==> src/rtl/ps2_pkg.sv <==
// Shared constants and types for the PS/2 set-2 scancode decoder.
package ps2_pkg;

    localparam logic [7:0] PS2_EXT = 8'hE0;
    localparam logic [7:0] PS2_BRK = 8'hF0;

    typedef enum logic [1:0] {
        IDLE = 2'd0,
        POP  = 2'd1,
        GAP  = 2'd2
    } state_t;

    typedef struct packed {
        logic       ext;
        logic       brk;
        logic [7:0] code;
    } ps2_event_t;

    localparam int unsigned EVENT_W = $bits(ps2_event_t);

endpackage

==> src/rtl/ps2_key_decoder_sync_fifo.sv <==
// First-word-fall-through synchronous FIFO; a pop frees a slot for a push in the same cycle.
module sync_fifo #(
    parameter int unsigned WIDTH = 10,
    parameter int unsigned DEPTH = 4
) (
    input  logic             clk,
    input  logic             rst,
    input  logic             wr_en,
    input  logic [WIDTH-1:0] wr_data,
    input  logic             rd_en,
    output logic [WIDTH-1:0] rd_data,
    output logic             full,
    output logic             empty
);

    localparam int unsigned AW = (DEPTH > 1) ? $clog2(DEPTH) : 1;

    logic [WIDTH-1:0] mem_q [DEPTH];
    logic [AW:0]      wr_ptr_q, wr_ptr_d;
    logic [AW:0]      rd_ptr_q, rd_ptr_d;
    logic             do_rd;
    logic             do_wr;

    assign empty   = (wr_ptr_q == rd_ptr_q);
    assign full    = (wr_ptr_q[AW] != rd_ptr_q[AW]) &&
                     (wr_ptr_q[AW-1:0] == rd_ptr_q[AW-1:0]);
    assign rd_data = mem_q[rd_ptr_q[AW-1:0]];

    always_comb begin
        do_rd    = rd_en && !empty;
        do_wr    = wr_en && (!full || do_rd);
        wr_ptr_d = wr_ptr_q;
        rd_ptr_d = rd_ptr_q;
        if (do_wr) wr_ptr_d = wr_ptr_q + (AW+1)'(1);
        if (do_rd) rd_ptr_d = rd_ptr_q + (AW+1)'(1);
    end

    always_ff @(posedge clk) begin
        if (rst) begin
            wr_ptr_q <= '0;
            rd_ptr_q <= '0;
        end else begin
            wr_ptr_q <= wr_ptr_d;
            rd_ptr_q <= rd_ptr_d;
        end
    end

    // Storage carries no reset; the pointers alone define contents.
    always_ff @(posedge clk) begin
        if (do_wr) mem_q[wr_ptr_q[AW-1:0]] <= wr_data;
    end

endmodule

==> src/rtl/ps2_key_decoder.sv <==
// Drains PS/2 bytes, folds E0/F0 prefixes into key events, filters typematic
// repeats, tracks the held key and press count, and buffers events in a FIFO.
module ps2_key_decoder
    import ps2_pkg::*;
#(
    parameter int unsigned CNT_W      = 8,
    parameter int unsigned FIFO_DEPTH = 4
) (
    input  logic             clk,
    input  logic             rst,
    input  logic             ps2_ready,
    input  logic [7:0]       ps2_data,
    output logic             nextdata_n,
    output logic             ev_valid,
    input  logic             ev_ready,
    output logic [7:0]       ev_code,
    output logic             ev_ext,
    output logic             ev_break,
    output logic [CNT_W-1:0] press_cnt,
    output logic             held,
    output logic [8:0]       held_code,
    output logic             err
);

    state_t           state_q, state_d;
    logic             nextdata_n_q, nextdata_n_d;
    logic             ext_pend_q, ext_pend_d;
    logic             brk_pend_q, brk_pend_d;
    logic [CNT_W-1:0] press_cnt_q, press_cnt_d;
    logic             held_q, held_d;
    logic [8:0]       held_code_q, held_code_d;
    logic             err_q, err_d;

    logic             consume;
    logic             ev_fire;
    logic             repeat_ev;
    logic             push;
    logic             pop;
    logic             fifo_full;
    logic             fifo_empty;
    ps2_event_t       push_ev;
    ps2_event_t       head_ev;

    always_comb begin
        state_d      = state_q;
        nextdata_n_d = 1'b1;
        ext_pend_d   = ext_pend_q;
        brk_pend_d   = brk_pend_q;
        press_cnt_d  = press_cnt_q;
        held_d       = held_q;
        held_code_d  = held_code_q;
        err_d        = err_q;

        consume   = (state_q == IDLE) && ps2_ready;
        ev_fire   = consume && (ps2_data != PS2_EXT) && (ps2_data != PS2_BRK);
        repeat_ev = !brk_pend_q && held_q && (held_code_q == {ext_pend_q, ps2_data});
        push      = ev_fire && !repeat_ev;
        pop       = !fifo_empty && ev_ready;
        push_ev   = '{ext: ext_pend_q, brk: brk_pend_q, code: ps2_data};

        unique case (state_q)
            IDLE: if (ps2_ready) begin
                state_d      = POP;
                nextdata_n_d = 1'b0;
            end
            POP:     state_d = GAP;
            GAP:     state_d = IDLE;
            default: state_d = IDLE;
        endcase

        if (consume) begin
            if (ps2_data == PS2_EXT) begin
                ext_pend_d = 1'b1;
            end else if (ps2_data == PS2_BRK) begin
                brk_pend_d = 1'b1;
            end else begin
                ext_pend_d = 1'b0;
                brk_pend_d = 1'b0;
            end
        end

        // Key state follows the keyboard even when the FIFO drops the event.
        if (push) begin
            if (brk_pend_q) begin
                if (held_code_q == {ext_pend_q, ps2_data}) held_d = 1'b0;
            end else begin
                press_cnt_d = press_cnt_q + CNT_W'(1);
                held_d      = 1'b1;
                held_code_d = {ext_pend_q, ps2_data};
            end
            if (fifo_full && !pop) err_d = 1'b1;
        end
    end

    always_ff @(posedge clk) begin
        if (rst) begin
            state_q      <= IDLE;
            nextdata_n_q <= 1'b1;
            ext_pend_q   <= 1'b0;
            brk_pend_q   <= 1'b0;
            press_cnt_q  <= '0;
            held_q       <= 1'b0;
            held_code_q  <= '0;
            err_q        <= 1'b0;
        end else begin
            state_q      <= state_d;
            nextdata_n_q <= nextdata_n_d;
            ext_pend_q   <= ext_pend_d;
            brk_pend_q   <= brk_pend_d;
            press_cnt_q  <= press_cnt_d;
            held_q       <= held_d;
            held_code_q  <= held_code_d;
            err_q        <= err_d;
        end
    end

    sync_fifo #(
        .WIDTH (EVENT_W),
        .DEPTH (FIFO_DEPTH)
    ) u_fifo (
        .clk     (clk),
        .rst     (rst),
        .wr_en   (push),
        .wr_data (push_ev),
        .rd_en   (ev_ready),
        .rd_data (head_ev),
        .full    (fifo_full),
        .empty   (fifo_empty)
    );

    assign nextdata_n = nextdata_n_q;
    assign ev_valid   = !fifo_empty;
    assign ev_code    = head_ev.code;
    assign ev_ext     = head_ev.ext;
    assign ev_break   = head_ev.brk;
    assign press_cnt  = press_cnt_q;
    assign held       = held_q;
    assign held_code  = held_code_q;
    assign err        = err_q;

endmodule

==> config.mk <==
export PLATFORM = sky130hd
export DESIGN_NAME = ps2_key_decoder
export DESIGN_NICKNAME = d
export VERILOG_FILES = /design/src/rtl/ps2_pkg.sv /design/src/rtl/ps2_key_decoder_sync_fifo.sv /design/src/rtl/ps2_key_decoder.sv
export SDC_FILE = /design/constraint.sdc
export NUM_CORES = 1
export LEC_CHECK = 0
export ABC_AREA = 1
export BUFFER_PORTS_ARGS = -buffer_cell sky130_fd_sc_hd__buf_2
export CORE_ASPECT_RATIO = 0.6
export CORE_MARGIN = 3
export CORE_UTILIZATION = 30
export DETAILED_ROUTE_END_ITERATION = 10
export GPL_TIMING_DRIVEN = 0
export PLACE_DENSITY = 0.51
export SYNTH_ARGS = -nofsm -noshare
export SYNTH_HDL_FRONTEND = slang
export SYNTH_SLANG_ARGS = --single-unit
==> constraint.sdc <==
create_clock -name clk -period 2.3 [get_ports clk]
set_clock_uncertainty 0.2 [all_clocks]
set_input_delay 0.46 -clock clk [delete_from_list [all_inputs] [get_ports clk]]
set_output_delay 0.46 -clock clk [all_outputs]
set_load 0.01 [all_outputs]
Word level (Yosys, flattened, before mapping)
Memories as Yosys holds them, arrays and structs flattened. A register that Yosys moved wholly into a read port is not among the register bits.
Cells that the tools add are included.
- bits in writable memories: 40
- word-level logic and storage cells: 64
- flip-flop bits (word level): 30
- memories kept: 1
- bits in latches: 0
- input port bits: 12
- ROM bits: 0
- memory list (memory ; words ; width ; read ports ; clocked after memory_dff ; wr ports ; RTL line ; source):
    u_fifo.mem_q ; 4 ; 10 ; 1 ; 1 ; 1 ; ps2_key_decoder_sync_fifo.sv:18 ; logic [WIDTH-1:0] mem_q [DEPTH];
- $add $sub $neg: 3
- bitwise logic cells: 3
- multiply operators: 0
- reductions and logical operators: 23
- order comparisons: 0
- div/mod/pow operators: 0
- eq/ne operators: 12
- mux-type cells: 12
- shift operators: 0
- operators by type and width (cell ; number):
    8-bit == test, second input constant ; 2
    8-bit inequality test, second input constant ; 2
    1-bit logical AND ; 10
    2-bit AND reduction ; 5
    9-bit == test ; 1
    8-bit by 1-bit adder with 8-bit output, second input constant ; 1
    1-bit 2-to-1 mux ; 8
    3-bit by 1-bit adder with 3-bit output, second input constant ; 2
    2-bit 2-to-1 mux ; 3
    1-bit zero test ; 5
    2-bit inequality test, second input constant ; 2
    2-bit one-hot mux with 2 select lines ; 1
    3-bit == test ; 1
    1-bit inverter ; 3
    2-bit by 1-bit == test with 1-bit output, second input constant ; 1
    2-bit == test ; 1
    2-bit zero test ; 1
    2-bit by 1-bit inequality test with 1-bit output, second input constant ; 1
    2-bit OR reduction ; 1
    1-bit logical OR ; 1
    1-bit inequality test ; 1

Depth between registers and ports, before layout
Gate-level depths: netlist (run 1).
- depth after elaboration: 8
- gate-level depth with buffers: 12

Cells and area by module
A second synthesis (run 1) with hierarchy kept.
- cell total of the unflattened synthesis: 379
- area, all modules: 3403.3 um^2
- by module, submodules not included (module ; area each (um^2) ; cells each ; times used):
    sync_fifo ; 1940.6 ; 163 ; 1
    ps2_key_decoder ; 1462.7 ; 216 ; 1

Worst setup path before layout (run 1)
OpenSTA, ideal clock, no wires.
- kind: input -> register
- from: input ps2_data[2]
- to: memory u_fifo.mem_q[0][0], enable pin
- path buffers: 0
- setup time: 0.376 ns
- stages: 7
- path slack: 0.152 ns
- arrival time: 1.572 ns
- cell sequence: or2_1 -> nor2_1 -> nand2_1 -> nand2_2 -> nor2_8 -> nand3_2 -> nor2_1
- longest elaborated chain between the ends: 7
- elaborated cells between the ends (all ways): 11
- classes of those cells: eq/ne: 3; mux: 2; reduce/logical: 6
- ends and longest elaborated chain (what ; RTL line ; source):
    start, declared ; ps2_key_decoder.sv:12 ; input logic [7:0] ps2_data,
    9-bit == test / 8-bit inequality test (equally long branches) ; ps2_key_decoder.sv:56, ps2_key_decoder.sv:55 ;
    1-bit logical AND (on tied branches) ; ps2_key_decoder.sv:56, ps2_key_decoder.sv:55 ;
    1-bit zero test / 1-bit logical AND (equally long branches) ; ps2_key_decoder.sv:57, ps2_key_decoder.sv:55 ;
    1-bit logical AND (*) ; ps2_key_decoder.sv:57 ; push = ev_fire && !repeat_ev;
    1-bit logical AND (*) ; ps2_key_decoder_sync_fifo.sv:31 ; do_wr = wr_en && (!full || do_rd);
    1-bit 2-to-1 mux (*) ; ps2_key_decoder_sync_fifo.sv:50 ; if (do_wr) mem_q[wr_ptr_q[AW-1:0]] <= wr_data;
    1-bit 2-to-1 mux (implied by the code) (*) ; ps2_key_decoder_sync_fifo.sv:50 ;
    end, declared ; ps2_key_decoder_sync_fifo.sv:18 ;
Mark *: on every way between the ends. The rest lies on a longest branch, timed or not.

Worst setup path in the final report (run 1)
- from: register state_q[1]
- to: memory u_fifo.mem_q[1][0], enable pin
- longest elaborated chain between the ends: 8
- ends and longest elaborated chain (what ; RTL line ; source):
    start, declared ; ps2_key_decoder.sv:25 ; state_t state_q, state_d;
    start signal, assigned ; ps2_key_decoder.sv:106 ; state_q <= state_d;
    2-bit zero test ; ps2_key_decoder.sv:54 ; consume = (state_q == IDLE) && ps2_ready;
    1-bit logical AND ; ps2_key_decoder.sv:54 ;
    1-bit logical AND (2 in a row) ; ps2_key_decoder.sv:55 ; ev_fire = consume && (ps2_data != PS2_EXT) && (ps2_data != PS2_BRK);
    1-bit logical AND ; ps2_key_decoder.sv:57 ;
    1-bit logical AND ; ps2_key_decoder_sync_fifo.sv:31 ;
    1-bit 2-to-1 mux ; ps2_key_decoder_sync_fifo.sv:50 ;
    1-bit 2-to-1 mux (implied by the code) ; ps2_key_decoder_sync_fifo.sv:50 ;
Every way passes these cells.

==> run metrics, run 1 <==
post-synth top area share=a little under two fifths; final hold vios=0; largest net degree at the start of global routing=15; Ys Warns=0; Post-Layout Cell Count=567; Starting DRT DRC Count=215; via count=2530; kind of critical path=flip-flop to flip-flop; Leak Pwr=1.741 nW; NetSw=between 1 and 1.5 mW; Final Max Slew Viols=0; antenna-violating nets left=0; hold slack=a little over 0.2 ns; Period minus WS final=approximately 2.3 ns; detailed-route vias per instance=approximately 4.5; PD cells=between 900 and 1000 mW/mm2; Initial Util=31.98%; initial antenna violation count=0; commonest non-fill, non-tap cell in the layout=nand2_1; DRT Pass-1 Iters=5; Die W=~140 um; Die Ht=86.90 um; layout cells sized above 1=18.98%; Synth Net Count=393; cell accounting for the most synthesized area=edfxtp_1; Die Area=0.01224 mm2; DP Area=0.003646 mm2; final HPWL from detailed placement=5627 um; # hold bufs at CTS=0; synth top area cells=edfxtp_1, dfxtp_1, nand2_1; final setup fails=0; design area=between 0.003 and 0.004 mm2; nets@finish=about 450; CORE AREA=0.01023 mm2; clk buf depth=2; synthesis-stage register bit count=between 70 and 80; routability cong.=between 0.7 and 0.8; crit path DAT=roughly 2 ns; Final TNS setup=0 ns; first-pass GRT wire length=between 10000 and 15000 um; vias in the first global route=2396; WL/cell=13.48 um; unrepaired setup endpoints after global routing=yes; DR DRC count=0; Worst EP required=2.06 ns; most frequent cells in the layout=nand2_1, nor2_1, inv_1; CTS Buf Count=9; Seq/Total Area, Yosys=a little under three fifths; Logic pwr share=around 18%; Max Cap Viol=0; Pwr Total=3.660 mW; Worst-path clk slew=~0.060 ns; Avg Synthesized Cell Area=around 8.7 um2; Slew @ Worst Pin=0.5787 ns; CP max FO=10; Root Driver=clkbuf_16; row cnt=28; sequential power share=about two fifths; Yosys cell types=27; area grow syn2layout=21.99%; Worst setup SP type=flip-flop; Clk Latency, worst-skew pair=0.33 ns; Synth Cell Area=~0.0033 mm2; Net Sw Frac=28.14%; drt total wl=roughly 7600 um; gr usage total=between 10% and 20%; total clock sinks=72; HP Class=flip-flop to flip-flop; Post-Syn Instances=375; Max H-tree Level=3; Port Buffers=41; fin util=about two fifths; Worst slew margin=between 60% and 70%; status=finished, final reports clean; final worst slack=0.01911 ns; I/O pins=between 40 and 50; CTS tree=done; Clk pwr share=~42%; placed insts=~550; Worst Setup End Kind=flip-flop; final cycle utilization of the critical path=99.17%; Fmax=between 0.4 and 0.5 GHz; GRT Residual Overflow=0; Setup Slack @ Placement=-0.5596 ns; maximum vdd drop=approximately 410 uV; n_diodes=0; Internal Power=2.630 mW
critical path, stage by stage, from the launching register on:
cell     delay, ns
dfxtp_1       0.30
or2_1         0.23
nor2_2        0.16
nand2_2       0.13
nor2_8        0.18
nand3_2       0.20
nor2_2        0.50
state kept, by name, summed over array words and instances, names as in the netlist, named ones only:
name / cells
brk_pend_q: 1
err: 1
ext_pend_q: 1
held: 1
held_code: 9
nextdata_n: 1
press_cnt: 8
state_q: 2
u_fifo.mem_q: 40
u_fifo.rd_ptr_q: 3
u_fifo.wr_ptr_q: 3
power by group through the flow:
stage / registers, mW / logic (mW) / clock network, mW
final: 1.50 / 0.641 / 1.52
after global routing: 1.51 / 0.729 / 1.62
after CTS: 1.50 / 0.644 / 1.56
after detailed placement: 1.53 / 0.637 / 0
after global placement: 1.53 / 0.632 / 0
after floorplan: 1.53 / 0.396 / 0
cell families (layout without fill, tap and decap cells):
logic type	count (synthesis)	count (layout)	share of synthesized area, %
flip-flops	72	72	56.29
adder cells (fa/ha/maj)	6	6	2.294
AND/OR/NAND/NOR	187	187	24.82
AO/OA/AOI/OAI	41	41	6.730
XOR/XNOR	8	8	2.141
buffers and inverters	61	118	7.724
synthesized netlist by cell type:
cell type	count
nand2_1	79
nor2_1	74
inv_1	43
edfxtp_1	40
dfxtp_1	32
o21ai_0	23
nand3_1	11
nand4_1	10
o22ai_1	10
clkbuf_1	8
a21oi_1	7
ha_1	6
inv_2	5
xnor2_1	4
xor2_1	4
buf_6	3
nor3_1	3
nand2_2	2
nand3_2	2
or2_1	2
a21boi_0	1
buf_2	1
clkinv_1	1
nand3_4	1
nor2_2	1
nor2_8	1
nor3_4	1
per-layer routing:
metal  up-vias  wire length, um  GRT usage [%]
li1       1322                -              -
met1      1133             3989          19.48
met2        69             3037          18.58
met3         6              553          4.169
met4         0               65          3.694
met5         -                0              0
final timing paths:
path / from / to / slack, ns / depth (start not counted)
max: state_q[1] / u_fifo.mem_q[1][0] / 0.02 / 6
min: state_q[1] / state_q[1] / 0.20 / 1
max reg2reg: state_q[1] / u_fifo.mem_q[1][0] / 0.02 / 6
min reg2reg: state_q[1] / state_q[1] / 0.20 / 1
area by class of cell:
cell class / instances / area [um2]
Inverter: 49 / 183.9
Clock buffer: 9 / 225.2
Clock inverter: 7 / 101.3
Multi-Input combinational cell: 242 / 1190
Tap cell: 135 / 168.9
Buffer: 12 / 75.07
Sequential cell: 72 / 1842
Timing Repair Buffer: 41 / 205.2
Fill cell: 1043 / 6238
repair_timing:
item,in CTS,in global routing
setup endpoints to repair,31,30
resized for setup,5,8
buffers inserted,0,0
endpoints found under the hold margin,0,0
No activity file was read; power rests on OpenSTA's default activity.
==> inputs of run 2 (changes only) <==
--- a/config.mk
+++ b/config.mk
@@ -7,7 +7,6 @@
 export LEC_CHECK = 0
 export ABC_AREA = 1
 export BUFFER_PORTS_ARGS = -buffer_cell sky130_fd_sc_hd__buf_2
-export CORE_ASPECT_RATIO = 0.6
 export CORE_MARGIN = 3
 export CORE_UTILIZATION = 30
 export DETAILED_ROUTE_END_ITERATION = 10
==> run metrics, run 2 (synthesis results as in run 1) <==
Die Ht=~110 um; final cycle utilization of the critical path=93.88%; Fill cells=approximately 1100; Initial Util=roughly 31%; nets@finish=between 400 and 500; Final TNS setup=0 ns; critical-path cell list=inv_1 -> nand2_1 -> inv_1 -> nand3_2 -> nand3_2 -> nor2_4 -> buf_12; antenna-violating nets left=0; Worst EP required=roughly 2.2 ns; Leak Pwr=between 1.5 and 2 nW; Die Area=~0.012 mm2; PD cells=around 800 mW/mm2; maximum vdd drop=between 300 and 400 uV; CP bufs+invs=3; register area=~0.0018 mm2; unrepaired setup endpoints after global routing=no; Crit path largest cell delay=0.49 ns; CORE AREA=0.01046 mm2; Worst setup SP type=flip-flop; total clock sinks=72; final HPWL from detailed placement=between 5000 and 6000 um; Slowest cell on crit path=dfxtp_1; Setup Slack @ Placement=-0.5389 ns; DR DRC count=0; commonest non-fill, non-tap cell in the layout=nand2_1; Largest register FFs=40; routability cong.=0.8158; Final Max Slew Viols=0; kind of critical path=flip-flop to flip-flop; area occupied by multi-input gates=between 0.001 and 0.0015 mm2; CTS tree=done; Root Driver=clkbuf_8; detailed-route vias per instance=4.537; initial antenna violation count=0; row cnt=37; Starting DRT DRC Count=between 150 and 200; Max H-tree Level=3; via count=around 2600; most frequent cells in the layout=nand2_1, nor2_1, inv_1, buf_2, edfxtp_1; I/O pins=between 40 and 50; Fmax=approximately 0.46 GHz; largest net degree at the start of global routing=16; hold slack=between 0.2 and 0.25 ns; status=finished, final reports clean; first-pass GRT wire length=around 12000 um; Worst Setup End Kind=flip-flop; final hold vios=0; CP max FO=10; CP delay by family, top=simple AND/OR/NAND/NOR gates; Period minus WS final=between 2 and 2.5 ns; HP Class=flip-flop to flip-flop; Worst slew margin=65.13%; final worst slack=0.1407 ns; Slew @ Worst Pin=around 0.52 ns; Port Buffers=41; n_diodes=0; layout cells sized above 1=19.95%; clk buf depth=2; # hold bufs at CTS=0; WL/cell=between 10 and 15 um; fin util=approximately 38%; GRT Residual Overflow=0; final setup fails=0; Die W=between 100 and 150 um; drt total wl=7585 um; Clk Latency, worst-skew pair=approximately 0.35 ns; CTS Buf Count=9; gr usage total=12.61%; DRT Pass-1 Iters=6; Max Cap Viol=0; crit path DAT=about 2 ns; vias in the first global route=about 2500; Worst-path clk slew=~0.080 ns; area grow syn2layout=20.57%
[run 2: changes by cell type in the layout (fill, tap and decap cells not counted), sizes merged]
cell / before / now
bufinv: 2 / 0
clkinvlp: 2 / 3
buf: 45 / 49
inv: 51 / 52
[run 2: area by class of cell]
cell class                 count  area share [%]
multi-input combinational    242           30.42
clock buffer                   9           3.140
sequential                    72           46.69
timing repair buffer          45           7.231
tap                          136           4.313
clock inverter                 7           1.554
inverter                      49           4.757
buffer                        12           1.903
[run 2: path summary, 6_finish.rpt]
check                   from                 end  slack, ns  cells past startpoint
hold reg to reg   state_q[1]          state_q[1]       0.20                      1
setup / recovery  brk_pend_q  u_fifo.mem_q[0][4]       0.14                      7
hold / removal    state_q[1]          state_q[1]       0.20                      1
setup reg to reg  brk_pend_q  u_fifo.mem_q[0][4]       0.14                      7
[run 2: what timing repair did]
action,in CTS,in global routing
pin swaps,0,1
buffers inserted,0,4
endpoints found under the hold margin,0,0
gates resized for setup,8,5
cloned,0,0
endpoints found under the setup margin,36,49
[run 2: layer usage]
metal,up-vias,part of all wire (%),track usage [%]
met3,9,4.7,4.164
li1,1327,-,-
met4,0,1.0,3.202
met5,-,0,0
met1,1197,47,15.64
met2,62,48,21.16
[run 2: metrics by stage]
stage / area (um2) / instances / power (mW)
finish: 3945 / 572 / 3.121
global route: 3945 / 572 / 3.310
CTS: 3850 / 568 / 3.140
detailed placement: 3647 / 552 / 2.165
global placement: 3647 / 552 / 2.154
floorplan: 3272 / 375 / 1.923
[run 2: worst reg2reg max path: stages, from the launching register on]
cell	delay [ns]
dfxtp_1	0.49
inv_1	0.23
nand2_1	0.14
inv_1	0.06
nand3_2	0.16
nand3_2	0.25
nor2_4	0.20
buf_12	0.15
[run 2: where the power goes]
group / total (mW) / internal (mW) / switching [mW]
clock: 0.962 / 0.414 / 0.548
combinational: 0.664 / 0.243 / 0.421
sequential: 1.50 / 1.44 / 0.0537
==> inputs of run 3 (changes only) <==
--- a/config.mk
+++ b/config.mk
@@ -7,11 +7,12 @@
 export LEC_CHECK = 0
 export ABC_AREA = 1
 export BUFFER_PORTS_ARGS = -buffer_cell sky130_fd_sc_hd__buf_2
-export CORE_MARGIN = 3
+export CORE_MARGIN = 4
 export CORE_UTILIZATION = 30
 export DETAILED_ROUTE_END_ITERATION = 10
+export GPL_ROUTABILITY_DRIVEN = 0
 export GPL_TIMING_DRIVEN = 0
-export PLACE_DENSITY = 0.51
+export PLACE_DENSITY_LB_ADDON = 0.3
 export SYNTH_ARGS = -nofsm -noshare
 export SYNTH_HDL_FRONTEND = slang
 export SYNTH_SLANG_ARGS = --single-unit
==> run metrics, run 3 (synthesis results as in run 1) <==
Starting DRT DRC Count=between 100 and 150; Leak Pwr=around 1.7 nW; Crit path largest cell delay=0.48 ns; initial antenna violation count=0; Worst setup SP type=flip-flop; Die Area=roughly 0.013 mm2; unrepaired setup endpoints after global routing=no; RR Startpoint=brk_pend_q; critical-path cell list=inv_1 -> nand2_1 -> inv_1 -> nand3_2 -> nand3_2 -> nor2_4 -> buf_12; final setup fails=0; clk buf depth=2; final HPWL from detailed placement=a little over 5000 um; CORE AREA=0.01046 mm2; Worst Setup End Kind=flip-flop; Initial Util=between 30% and 40%; drt total wl=roughly 7400 um; layout cells sized above 1=19.54%; kind of critical path=flip-flop to flip-flop; Max Cap Viol=0; Die Ht=between 100 and 150 um; min-delay src=ps2_data[2]; Final Max Slew Viols=0; DR DRC count=0; Slowest cell on crit path=dfxtp_1; Worst slew margin=60.90%; via count=roughly 2600; status=finished, final reports clean; final worst slack=around 0.17 ns; CTS Buf Count=9; placed insts=about 550; final cycle utilization of the critical path=92.76%; HP Class=primary input to flip-flop; final hold vios=0; most frequent cells in the layout=nand2_1, nor2_1, inv_1; first-pass GRT wire length=roughly 12000 um; n_diodes=0; reg2reg path depth=7; Largest register FFs=40; gr usage total=12.22%; hold path depth=1; commonest non-fill, non-tap cell in the layout=nand2_1; Root Driver=clkbuf_8; worst r2r dst=u_fifo.mem_q[1][2]; hold slack=roughly 0.20 ns; row cnt=37; WL/cell=~13 um; area grow syn2layout=19.85%; detailed-route vias per instance=between 4 and 5; total clock sinks=72; DRT Pass-1 Iters=4; nets@finish=around 450; Worst Hold Path EP=u_fifo.mem_q[2][2]; flop-to-flop setup slack=around 0.17 ns; Worst-path clk slew=roughly 0.080 ns; Port Buffers=between 40 and 50; Worst EP required=approximately 2.2 ns; Clk Latency, worst-skew pair=about 0.35 ns; crit path DAT=roughly 2.0 ns; Max H-tree Level=3; Slew @ Worst Pin=~0.59 ns; PD cells=just under 800 mW/mm2; Fmax=0.4687 GHz; Period minus WS final=about 2.1 ns; Setup Slack @ Placement=-0.5116 ns; # hold bufs at CTS=0; Post-Layout Cell Count=about 570; maximum vdd drop=just under 300 uV; antenna-violating nets left=0; CTS tree=done; I/O pins=43; CP max FO=10; largest net degree at the start of global routing=16; Die W=between 100 and 150 um; vias in the first global route=~2500; GRT Residual Overflow=0
## run 3: area by class of cell
class | instances | area (um2)
fillers | 1097 | 6541
clock buffers | 9 | 123.9
clock inverters | 7 | 61.31
plain buffers | 12 | 75.07
repair buffers | 44 | 265.3
inverters | 49 | 183.9
multi-input cells | 242 | 1200
flip-flops and latches | 72 | 1842
well taps | 136 | 170.2
## run 3: stage by stage
step	power (mW)	TNS, ns	cell area (um2)	utilization, %
detailed placement	2.160	-14.46	3647	34.86
floorplan	1.923	0	3272	-
global placement	2.148	-13.29	3647	34.86
CTS	3.123	-1.585	3844	36.74
finish	3.104	0	3921	37.48
global route	3.301	0	3921	37.48
## run 3: power breakdown
group	switching (mW)	internal [mW]
Combinational	0.416	0.241
Clock	0.538	0.414
Sequential	0.0528	1.44
## run 3: per-layer routing
metal  up-vias  GRT usage (%)  routed length, um
met3         8          4.474                356
li1       1327              -                  -
met1      1188          15.06               3493
met4         0          3.365                 72
met5         -              0                  0
met2        53          20.22               3453
## run 3: how the worst max path moves through the flow
stage	cells after the start	slack, ns	startpoint	to
2_1_floorplan	7	0.15	ps2_data[2]	u_fifo.mem_q[0][0]
3_3_place_gp	8	-0.45	ps2_data[2]	u_fifo.mem_q[0][6]
3_5_place_dp	9	-0.51	ps2_data[1]	u_fifo.mem_q[2][6]
4_1_cts	6	-0.08	brk_pend_q	u_fifo.mem_q[2][7]
5_1_grt	6	0.004	brk_pend_q	u_fifo.mem_q[3][7]
6_report	7	0.17	brk_pend_q	u_fifo.mem_q[1][2]
## run 3: critical path: cells and delay by family (launching register included)
kind / cells / cell delay [ns]
AND/OR/NAND/NOR: 4 / 0.73
buffers and inverters: 3 / 0.43
flip-flops: 1 / 0.48
## run 3: repair_timing
| action | 4_1_cts | 5_1_grt |
|---|---|---|
| gates resized for setup | 6 | 7 |
| buffers inserted | 0 | 3 |
| pin swaps | 0 | 3 |
| endpoints found under the setup margin | 35 | 40 |
